$ cat src/rtl/pellet_field.sv
// pellet_field: alive/eaten bookkeeping for every pellet in the maze.
// Once per frame it walks the pellet-position ROM, tests each pellet against
// the latched Pacman position, clears eaten pellets and accumulates score.
module pellet_field #(
    parameter int unsigned             NUM_PELLETS = 64,
    parameter int unsigned             IDX_W       = $clog2(NUM_PELLETS),
    parameter int unsigned             COORD_W     = 10,
    parameter int unsigned             HIT_RADIUS  = 6,
    parameter logic [NUM_PELLETS-1:0]  POWER_MASK  = '0,
    parameter int unsigned             PELLET_PTS  = 10,
    parameter int unsigned             POWER_PTS   = 50,
    parameter int unsigned             SCORE_W     = 16
) (
    input  logic               Clk,
    input  logic               Reset_n,
    input  logic               frame_start,
    input  logic               refill,
    input  logic [COORD_W-1:0] PacmanX,
    input  logic [COORD_W-1:0] PacmanY,
    output logic [IDX_W-1:0]   rom_addr,
    input  logic [COORD_W-1:0] rom_x,
    input  logic [COORD_W-1:0] rom_y,
    input  logic [IDX_W-1:0]   query_idx,
    output logic               query_alive,
    output logic               eat_pulse,
    output logic               eat_power,
    output logic [IDX_W-1:0]   eat_idx,
    output logic [SCORE_W-1:0] score,
    output logic [IDX_W:0]     pellets_left,
    output logic               all_cleared,
    output logic               busy
);

    typedef enum logic [1:0] {IDLE, SCAN, DRAIN} state_t;

    localparam logic [IDX_W-1:0]   LAST_IDX   = IDX_W'(NUM_PELLETS - 1);
    localparam logic [IDX_W:0]     FULL_COUNT = (IDX_W + 1)'(NUM_PELLETS);
    // Score sum is formed wide so the saturation test cannot itself overflow.
    localparam int unsigned        SUM_W      = SCORE_W + 32;
    localparam logic [SUM_W-1:0]   SCORE_MAX  = SUM_W'({SCORE_W{1'b1}});

    state_t                   state_q, state_d;
    logic [IDX_W-1:0]         rom_addr_q, rom_addr_d;
    logic [COORD_W-1:0]       px_q, px_d, py_q, py_d;
    logic                     cmp_valid_q, cmp_valid_d;
    logic [IDX_W-1:0]         cmp_idx_q, cmp_idx_d;
    logic [NUM_PELLETS-1:0]   alive_q, alive_d;
    logic [IDX_W:0]           left_q, left_d;
    logic [SCORE_W-1:0]       score_q, score_d;
    logic                     busy_q, busy_d;
    logic                     eat_pulse_q, eat_pulse_d;
    logic                     eat_power_q, eat_power_d;
    logic [IDX_W-1:0]         eat_idx_q, eat_idx_d;
    logic                     query_alive_q, query_alive_d;
    logic                     all_cleared_q, all_cleared_d;

    logic [COORD_W-1:0]       dx, dy;
    logic                     hit;
    logic [SUM_W-1:0]         score_sum;

    // Proximity test for the pellet whose ROM data is on rom_x/rom_y this cycle.
    always_comb begin
        // Subtract smaller from larger so the difference never wraps.
        dx = (px_q >= rom_x) ? (px_q - rom_x) : (rom_x - px_q);
        dy = (py_q >= rom_y) ? (py_q - rom_y) : (rom_y - py_q);
        hit = cmp_valid_q && alive_q[cmp_idx_q] &&
              (32'(dx) <= HIT_RADIUS) && (32'(dy) <= HIT_RADIUS);
        score_sum = SUM_W'(score_q) +
                    SUM_W'(POWER_MASK[cmp_idx_q] ? POWER_PTS : PELLET_PTS);
    end

    // Next-state logic: scan FSM, pellet clearing, scoring and renderer read.
    always_comb begin
        state_d       = state_q;
        rom_addr_d    = rom_addr_q;
        px_d          = px_q;
        py_d          = py_q;
        cmp_valid_d   = cmp_valid_q;
        cmp_idx_d     = cmp_idx_q;
        alive_d       = alive_q;
        left_d        = left_q;
        score_d       = score_q;
        busy_d        = busy_q;
        eat_pulse_d   = 1'b0;
        eat_power_d   = 1'b0;
        eat_idx_d     = eat_idx_q;
        query_alive_d = alive_q[query_idx];

        if (refill) begin
            state_d     = IDLE;
            busy_d      = 1'b0;
            rom_addr_d  = '0;
            cmp_valid_d = 1'b0;
            alive_d     = '1;
            left_d      = FULL_COUNT;
        end else begin
            if (hit) begin
                alive_d[cmp_idx_q] = 1'b0;
                left_d      = left_q - 1'b1;
                score_d     = (score_sum > SCORE_MAX) ? '1 : score_sum[SCORE_W-1:0];
                eat_pulse_d = 1'b1;
                eat_idx_d   = cmp_idx_q;
                eat_power_d = POWER_MASK[cmp_idx_q];
            end

            case (state_q)
                IDLE: begin
                    if (frame_start) begin
                        px_d       = PacmanX;
                        py_d       = PacmanY;
                        rom_addr_d = '0;
                        busy_d     = 1'b1;
                        state_d    = SCAN;
                    end
                end
                SCAN: begin
                    // ROM answers one cycle later, so the compare trails the address.
                    cmp_valid_d = 1'b1;
                    cmp_idx_d   = rom_addr_q;
                    if (rom_addr_q == LAST_IDX) begin
                        state_d = DRAIN;
                    end else begin
                        rom_addr_d = rom_addr_q + 1'b1;
                    end
                end
                DRAIN: begin
                    cmp_valid_d = 1'b0;
                    busy_d      = 1'b0;
                    state_d     = IDLE;
                end
                default: begin
                    cmp_valid_d = 1'b0;
                    busy_d      = 1'b0;
                    state_d     = IDLE;
                end
            endcase
        end

        all_cleared_d = (left_d == '0);
    end

    // State and output registers with asynchronous active-low reset.
    always_ff @(posedge Clk or negedge Reset_n) begin
        if (!Reset_n) begin
            state_q       <= IDLE;
            rom_addr_q    <= '0;
            px_q          <= '0;
            py_q          <= '0;
            cmp_valid_q   <= 1'b0;
            cmp_idx_q     <= '0;
            alive_q       <= '1;
            left_q        <= FULL_COUNT;
            score_q       <= '0;
            busy_q        <= 1'b0;
            eat_pulse_q   <= 1'b0;
            eat_power_q   <= 1'b0;
            eat_idx_q     <= '0;
            query_alive_q <= 1'b0;
            all_cleared_q <= 1'b0;
        end else begin
            state_q       <= state_d;
            rom_addr_q    <= rom_addr_d;
            px_q          <= px_d;
            py_q          <= py_d;
            cmp_valid_q   <= cmp_valid_d;
            cmp_idx_q     <= cmp_idx_d;
            alive_q       <= alive_d;
            left_q        <= left_d;
            score_q       <= score_d;
            busy_q        <= busy_d;
            eat_pulse_q   <= eat_pulse_d;
            eat_power_q   <= eat_power_d;
            eat_idx_q     <= eat_idx_d;
            query_alive_q <= query_alive_d;
            all_cleared_q <= all_cleared_d;
        end
    end

    assign rom_addr     = rom_addr_q;
    assign query_alive  = query_alive_q;
    assign eat_pulse    = eat_pulse_q;
    assign eat_power    = eat_power_q;
    assign eat_idx      = eat_idx_q;
    assign score        = score_q;
    assign pellets_left = left_q;
    assign all_cleared  = all_cleared_q;
    assign busy         = busy_q;

endmodule
$ cat config.mk
export PLATFORM = sky130hd
export DESIGN_NAME = pellet_field
export DESIGN_NICKNAME = d
export VERILOG_FILES = /design/src/rtl/pellet_field.sv
export SDC_FILE = /design/constraint.sdc
export NUM_CORES = 1
export LEC_CHECK = 0
export ABC_CLOCK_PERIOD_IN_PS = 4800
export BUFFER_PORTS_ARGS = -buffer_cell sky130_fd_sc_hd__buf_2
export CAP_MARGIN = 25
export CORE_UTILIZATION = 30
export CTS_BUF_LIST = sky130_fd_sc_hd__clkbuf_16
export DETAILED_ROUTE_END_ITERATION = 8
export GPL_TIMING_DRIVEN = 0
export PLACE_DENSITY = 0.48
export SKIP_LAST_GASP = 1
export SLEW_MARGIN = 20
export SYNTH_ARGS = -nofsm -noshare
export SYNTH_HDL_FRONTEND = slang
export SYNTH_SLANG_ARGS = --single-unit
$ cat constraint.sdc
create_clock -name Clk -period 4.8 [get_ports Clk]
set_clock_uncertainty 0.15 [all_clocks]
set_input_delay 0.96 -clock Clk [delete_from_list [all_inputs] [get_ports Clk]]
set_output_delay 0.96 -clock Clk [all_outputs]
set_load 0.005 [all_outputs]
; ---- Yosys cells after proc, flatten, opt, wreduce, memory -nomap -nowiden
; Memories as Yosys holds them, arrays and structs flattened.
; Index checks and enable logic that the tools add are counted.
[classes]
add_sub_neg = 7
magnitude_cmp = 8
n_eq_ne = 7
n_mux = 32
n_bitwise = 3
reduce_logical = 14
[ops]
columns = operator, n
row1 = $mux 64, 2
row2 = $and 64x64->64, 1
row3 = $not 64->64, 1
row4 = $sub 10x10->10, 4
row5 = $mux 6, 4
row6 = $ge 10x10->1, 2
row7 = $le 10x3->1 const B, 2
row8 = $mux 10, 2
row9 = $add 16x6->17, 1
row10 = $gt 17x16->1 const B, 1
row11 = $mux 16, 1
row12 = $lt 6x7->1 const B, 2
row13 = $mux 7, 2
row14 = $bmux 1 s6, 2
row15 = $pmux 6 s2, 1
row16 = $mux 1, 11
row17 = $ne 3x3->1 const B, 3
row18 = $reduce_and 2->1, 4
row19 = $logic_not 7->1, 1
row20 = $sub 7x1->7 const B, 1
row21 = $add 6x1->6 const B, 1
row22 = $demux 1 s6, 1
row23 = $eq 6x6->1 const B, 1
row24 = $ge 6x1->1 const B, 1
row25 = 11 further kinds, 19
[word_totals]
regBits = 133
rom_bits = 64
wordCells = 87
memories = 1
[mem_list]
columns = name, depth, word_bits, rd, rd_ports_with_merged_regs, write_ports, line_no
row1 = (name not given), 64, 1, 1, 0, 0, 103  ; eat_power_d = POWER_MASK[cmp_idx_q];

; ---- Longest topological paths before layout
[logic_depth]
ltp_word = 8
depth_mapped = 15
depth_no_buf = 13

; ---- Worst setup path after synthesis
; Ideal clock, no wire load.
[synth_timing]
kind = input to register
startpoint = in rom_y[3]
endpoint = reg left_q[1] (netlist: pellets_left[1])
arrival_time_ps = 3886
setup_slack_ps = 687
path_stages = 15
path_buffers = 3
path_cell_list = inv_1 ha_1 buf_6 and3_1 o21a_2 or3_1 a311o_1 o31ai_2 xor2_2 o2111ai_4 or3_1 buf_2 buf_6 or2_0 a21oi_1
[synth_via]
elab_chain_len = 6
word_cells_on_any_way = 8
[synth_lines]
columns = element, line_no
row1 = start: declaration, 22  ; input logic [COORD_W-1:0] rom_y,
row2 = $sub 10x10->10 / $ge 10x10->1 (equally long branches), 65  ; dy = (py_q >= rom_y) ? (py_q - rom_y) : (rom_y - py_q);
row3 = $mux 10 *, 65
row4 = $le 10x3->1 *, 67  ; (32'(dx) <= HIT_RADIUS) && (32'(dy) <= HIT_RADIUS);
row5 = $logic_and 1x1->1 *, 67
row6 = $mux 7 *, 97  ; if (hit) begin
row7 = $mux 7 *, 89  ; if (refill) begin
row8 = named net left_d[1], 48  ; logic [IDX_W:0] left_q, left_d;
row9 = end signal: assignment, 168  ; left_q <= left_d;
row10 = end: declaration, 48
; The timed path passes the listed nets; every way through them passes the cells marked *.
; A chain may end at the register's enable or synchronous reset.

; ---- Worst setup path in the final report
[layout_timing]
startpoint = in rom_x[0]
endpoint = reg alive_q[49]
[layout_via]
elab_chain_len = 6
word_cells_on_any_way = 8
[layout_lines]
columns = element, line_no
row1 = start: declaration, 21  ; input logic [COORD_W-1:0] rom_x,
row2 = $sub 10x10->10 / $ge 10x10->1 (equally long branches), 64  ; dx = (px_q >= rom_x) ? (px_q - rom_x) : (rom_x - px_q);
row3 = $mux 10 *, 64
row4 = $le 10x3->1 *, 67
row5 = $logic_and 1x1->1 *, 66  ; hit = cmp_valid_q && alive_q[cmp_idx_q] &&
row6 = $logic_and 1x1->1 *, 67
row7 = $reduce_bool 2->1 (no source line) *, --
row8 = end signal: assignment, 167  ; alive_q <= alive_d;
row9 = end: declaration, 47  ; logic [NUM_PELLETS-1:0] alive_q, alive_d;
; Every way passes the cells marked *; elsewhere a longest branch is shown, timed or not.

==> results.toml <==
[timing]
period_needed_ns = 4.440
finalCritPeriodShare = 0.9250
setup_viol = 0
slew-limit-headroom = 0.4656
whs_ns = 0.3004
hold_violations = 0
rsz0062_at_grt = "no"
worst_slack_ns = 0.3600
maxSlewViolCount = 0
setup_tns_ns = 0
max_freq_mhz = 225.2
tightest_slew_ns = 0.7955

[drt]
wl_per_cell_um = 18.38
num_vias = 8052
ant_nets = 0
drtIter0Drc = 502
wl_met2_um = 13360
drc = 0
met3_length_um = 1535
m1WireLength_um = 12940
viasPerCell = 5.242
dr.pass1.iters = 5
highest_layer = "met5"
wirelength_um = 28220

[synthesis]
synth_edf_count = 0
synth_top_area_share = 0.1891
synth_area_leaders = "dfstp_2, dfrtp_1, o21ai_0"
synth.distinct_cells = 77
syn_area_um2 = 9030
async_reset_ff_frac = 1.000
ys_seq_area_frac = 0.3748
ys.flop_type = "dfrtp_1"
yosysWarnings = 0
synth_nets = 1117
synth_top_cell_by_area = "dfstp_2"
avgSynthCellArea_um2 = 8.844
syn_inst = 1021
ys_ff_latch = 132

[final_layout]
n_fill_cell = 3076
syn_to_final_growth_pct = 18.28
drive_above_1_share = 0.2192
layout.nets = 1228
stdcell_count = 1536
final_area_um2 = 10680

[placement]
port_buffers = 86
placed_area_um2 = 10040
dp_cells = 1502
place_congestion = 0.8996
place_ws_ns = -0.3492
hpwl_um = 20590

[cts]
cts_setup_buffers = 0
cts_tree = "yes"
cts_buffer_depth = 2
cts_resized = 0
clkSinkCount = 132
ctsHoldBuffers = 0
path_clk_slew_ns = 0.07
numCtsBuffers = 17
clk_latency_ns = 0.43
cts-root-buf = "clkbuf_16"
htree_levels = 4

[power]
irDropWorstVdd_uv = 235.3
leakage_nw = 4.449
power.density_nw_per_um2 = 319.6

[floorplan]
rows = 63
num_io_pins = 90
die_area_um2 = 30800
dieHeight_um = 175.5
core_um2 = 29640
die_w_um = 175.5
initial_core_util = 0.3047

[setup_path]
cp_max_fo = 10
critical-path-top-delay-family = "compound AO/OA/AOI/OAI gates"
cp_slowest_cell = "fa_1"
critical_path_arrival_ns = 4.65
cp_num_buf_inv = 3
crit_type = "in -> reg"
crit_chain = "buf_2 -> ha_1 -> fa_1 -> nand2b_1 -> a21oi_1 -> xor2_1 -> a211oi_1 -> a41o_1 -> a2bb2oi_1 -> nand4_1 -> or3_1 -> buf_2 -> clkbuf_1 -> o21ai_0 -> nand2b_1"
cp.required_ns = 5.01
cp-start-kind = "primary input"
worst_setup_path_end_kind = "flop"
slowest_delay_ns = 0.41

[status]
status = "complete, no violations"

[grt]
grt_use_total = 0.1910
grt_pass1_vias = 7943
grt_start_max_net_pins = 81
grt_pass1_wl_um = 45510
gr-total-overflow = 0
antenna_found_initial = 2

[flow_run]
drv_cap = 0

[min_path]
hold_class = "in -> async"
## sequential cells by signal, indices dropped and copies added, names as in the netlist
register / cells
alive_q: 64
score: 16
px_q: 10
py_q: 10
pellets_left: 7
cmp_idx_q: 6
eat_idx: 6
rom_addr: 6
state_q: 2
all_cleared: 1
busy: 1
cmp_valid_q: 1
eat_pulse: 1
query_alive: 1
## layer usage
metal,GRT usage,vias up
met1,0.2561,3959
met5,0.008013,-
met3,0.04416,28
met4,0.05254,2
li1,-,3862
met2,0.3062,201
## Yosys cell counts, drive strengths merged (8+ instances only)
cell type and instances:
nor2b 18, and3 9, nand2 130, o21a 8, nor3 19, nand4 12, and2 9, a21oi 49
nand3 18, nand2b 72, dfrtp 67, a31oi 12, nor2 54, xnor2 11, dfstp 65, buf 18
ha 42, a21o 14, inv 57, o31ai 8, mux4 22, a221oi 13, clkbuf 48, mux2 13
a22oi 21, nor4 8, o21ai 120
## area by class of cell
class	instances	area (um^2)	share of cell area
repair buffers	93	518.0	0.04850
flip-flops and latches	132	3385	0.3169
clock buffers	17	425.4	0.03983
plain buffers	65	281.5	0.02636
well taps	390	488.0	0.04569
inverters	57	214.0	0.02003
diodes	1	2.502	0.0002343
clock inverters	15	188.9	0.01769
multi-input cells	766	5177	0.4848
## path summary, 6_finish.rpt
path | from | to | slack, ns | cells past startpoint
worst max-delay path | rom_x[0] | alive_q[49]$_DFFE_PN1P_ | 0.36 | 15
max in group asynchronous | Reset_n | alive_q[26]$_DFFE_PN1P_ | 3.38 | 2
worst min register to register | cmp_valid_q$_DFFE_PN0N_ | cmp_valid_q$_DFFE_PN0N_ | 0.34 | 1
worst min-delay path | Reset_n | py_q[3]$_DFFE_PN0P_ | 0.30 | 1
min in group Clk | cmp_valid_q$_DFFE_PN0N_ | cmp_valid_q$_DFFE_PN0N_ | 0.34 | 1
worst max register to register | px_q[0]$_DFFE_PN0P_ | alive_q[49]$_DFFE_PN1P_ | 0.60 | 15
## where the power goes
group | internal [mW] | switching [mW] | total (mW)
logic | 0.326 | 0.505 | 0.832
registers | 1.15 | 0.0254 | 1.18
clock network | 0.864 | 0.542 | 1.41
total | 2.34 | 1.07 | 3.41
## worst reg2reg max path, cell delays in order (launching register included)
cell and delay (ns):
dfrtp_1 0.35, inv_1 0.06, ha_1 0.24, fa_1 0.41, nand2b_1 0.20, a21oi_1 0.26, xor2_1 0.10, a211oi_1 0.36
a41o_1 0.22, a2bb2oi_1 0.29, nand4_1 0.29, or3_1 0.37, buf_2 0.23, clkbuf_1 0.27, o21ai_0 0.26, nand2b_1 0.08
## per-stage QoR
| step | util | total power, mW |
|---|---|---|
| detailed placement | 0.3386 | 2.017 |
| global placement | 0.3357 | 2.004 |
| CTS | 0.3593 | 3.441 |
| global route | 0.3603 | 3.589 |
| floorplan | - | 1.775 |
| finish | 0.3604 | 3.414 |
## cell usage in the layout, fill, tap and decap left out, drive strengths merged, types with 14 or more instances in the layout
cell type	instances
a21oi	49
nor2b	18
nand2b	72
mux4	22
nor2	54
o21ai	120
a21o	14
ha	42
nand3	18
clkbuf	64
a22oi	21
dfrtp	67
nand2	130
nor3	19
dfstp	65
buf	111
inv	61
## cell families (layout without fill, tap and decap cells)
group	count (synthesis)	after routing	share of synthesized area
compound gates	284	284	0.1976
xor+xnor	16	16	0.01635
fa+ha+maj	46	46	0.06706
buf+inv	123	247	0.05529
flops	132	132	0.3748
mux	42	42	0.07884
other cells	1	2	0.0004153
simple gates	377	377	0.2096
Power figures use the tool's default switching activity.
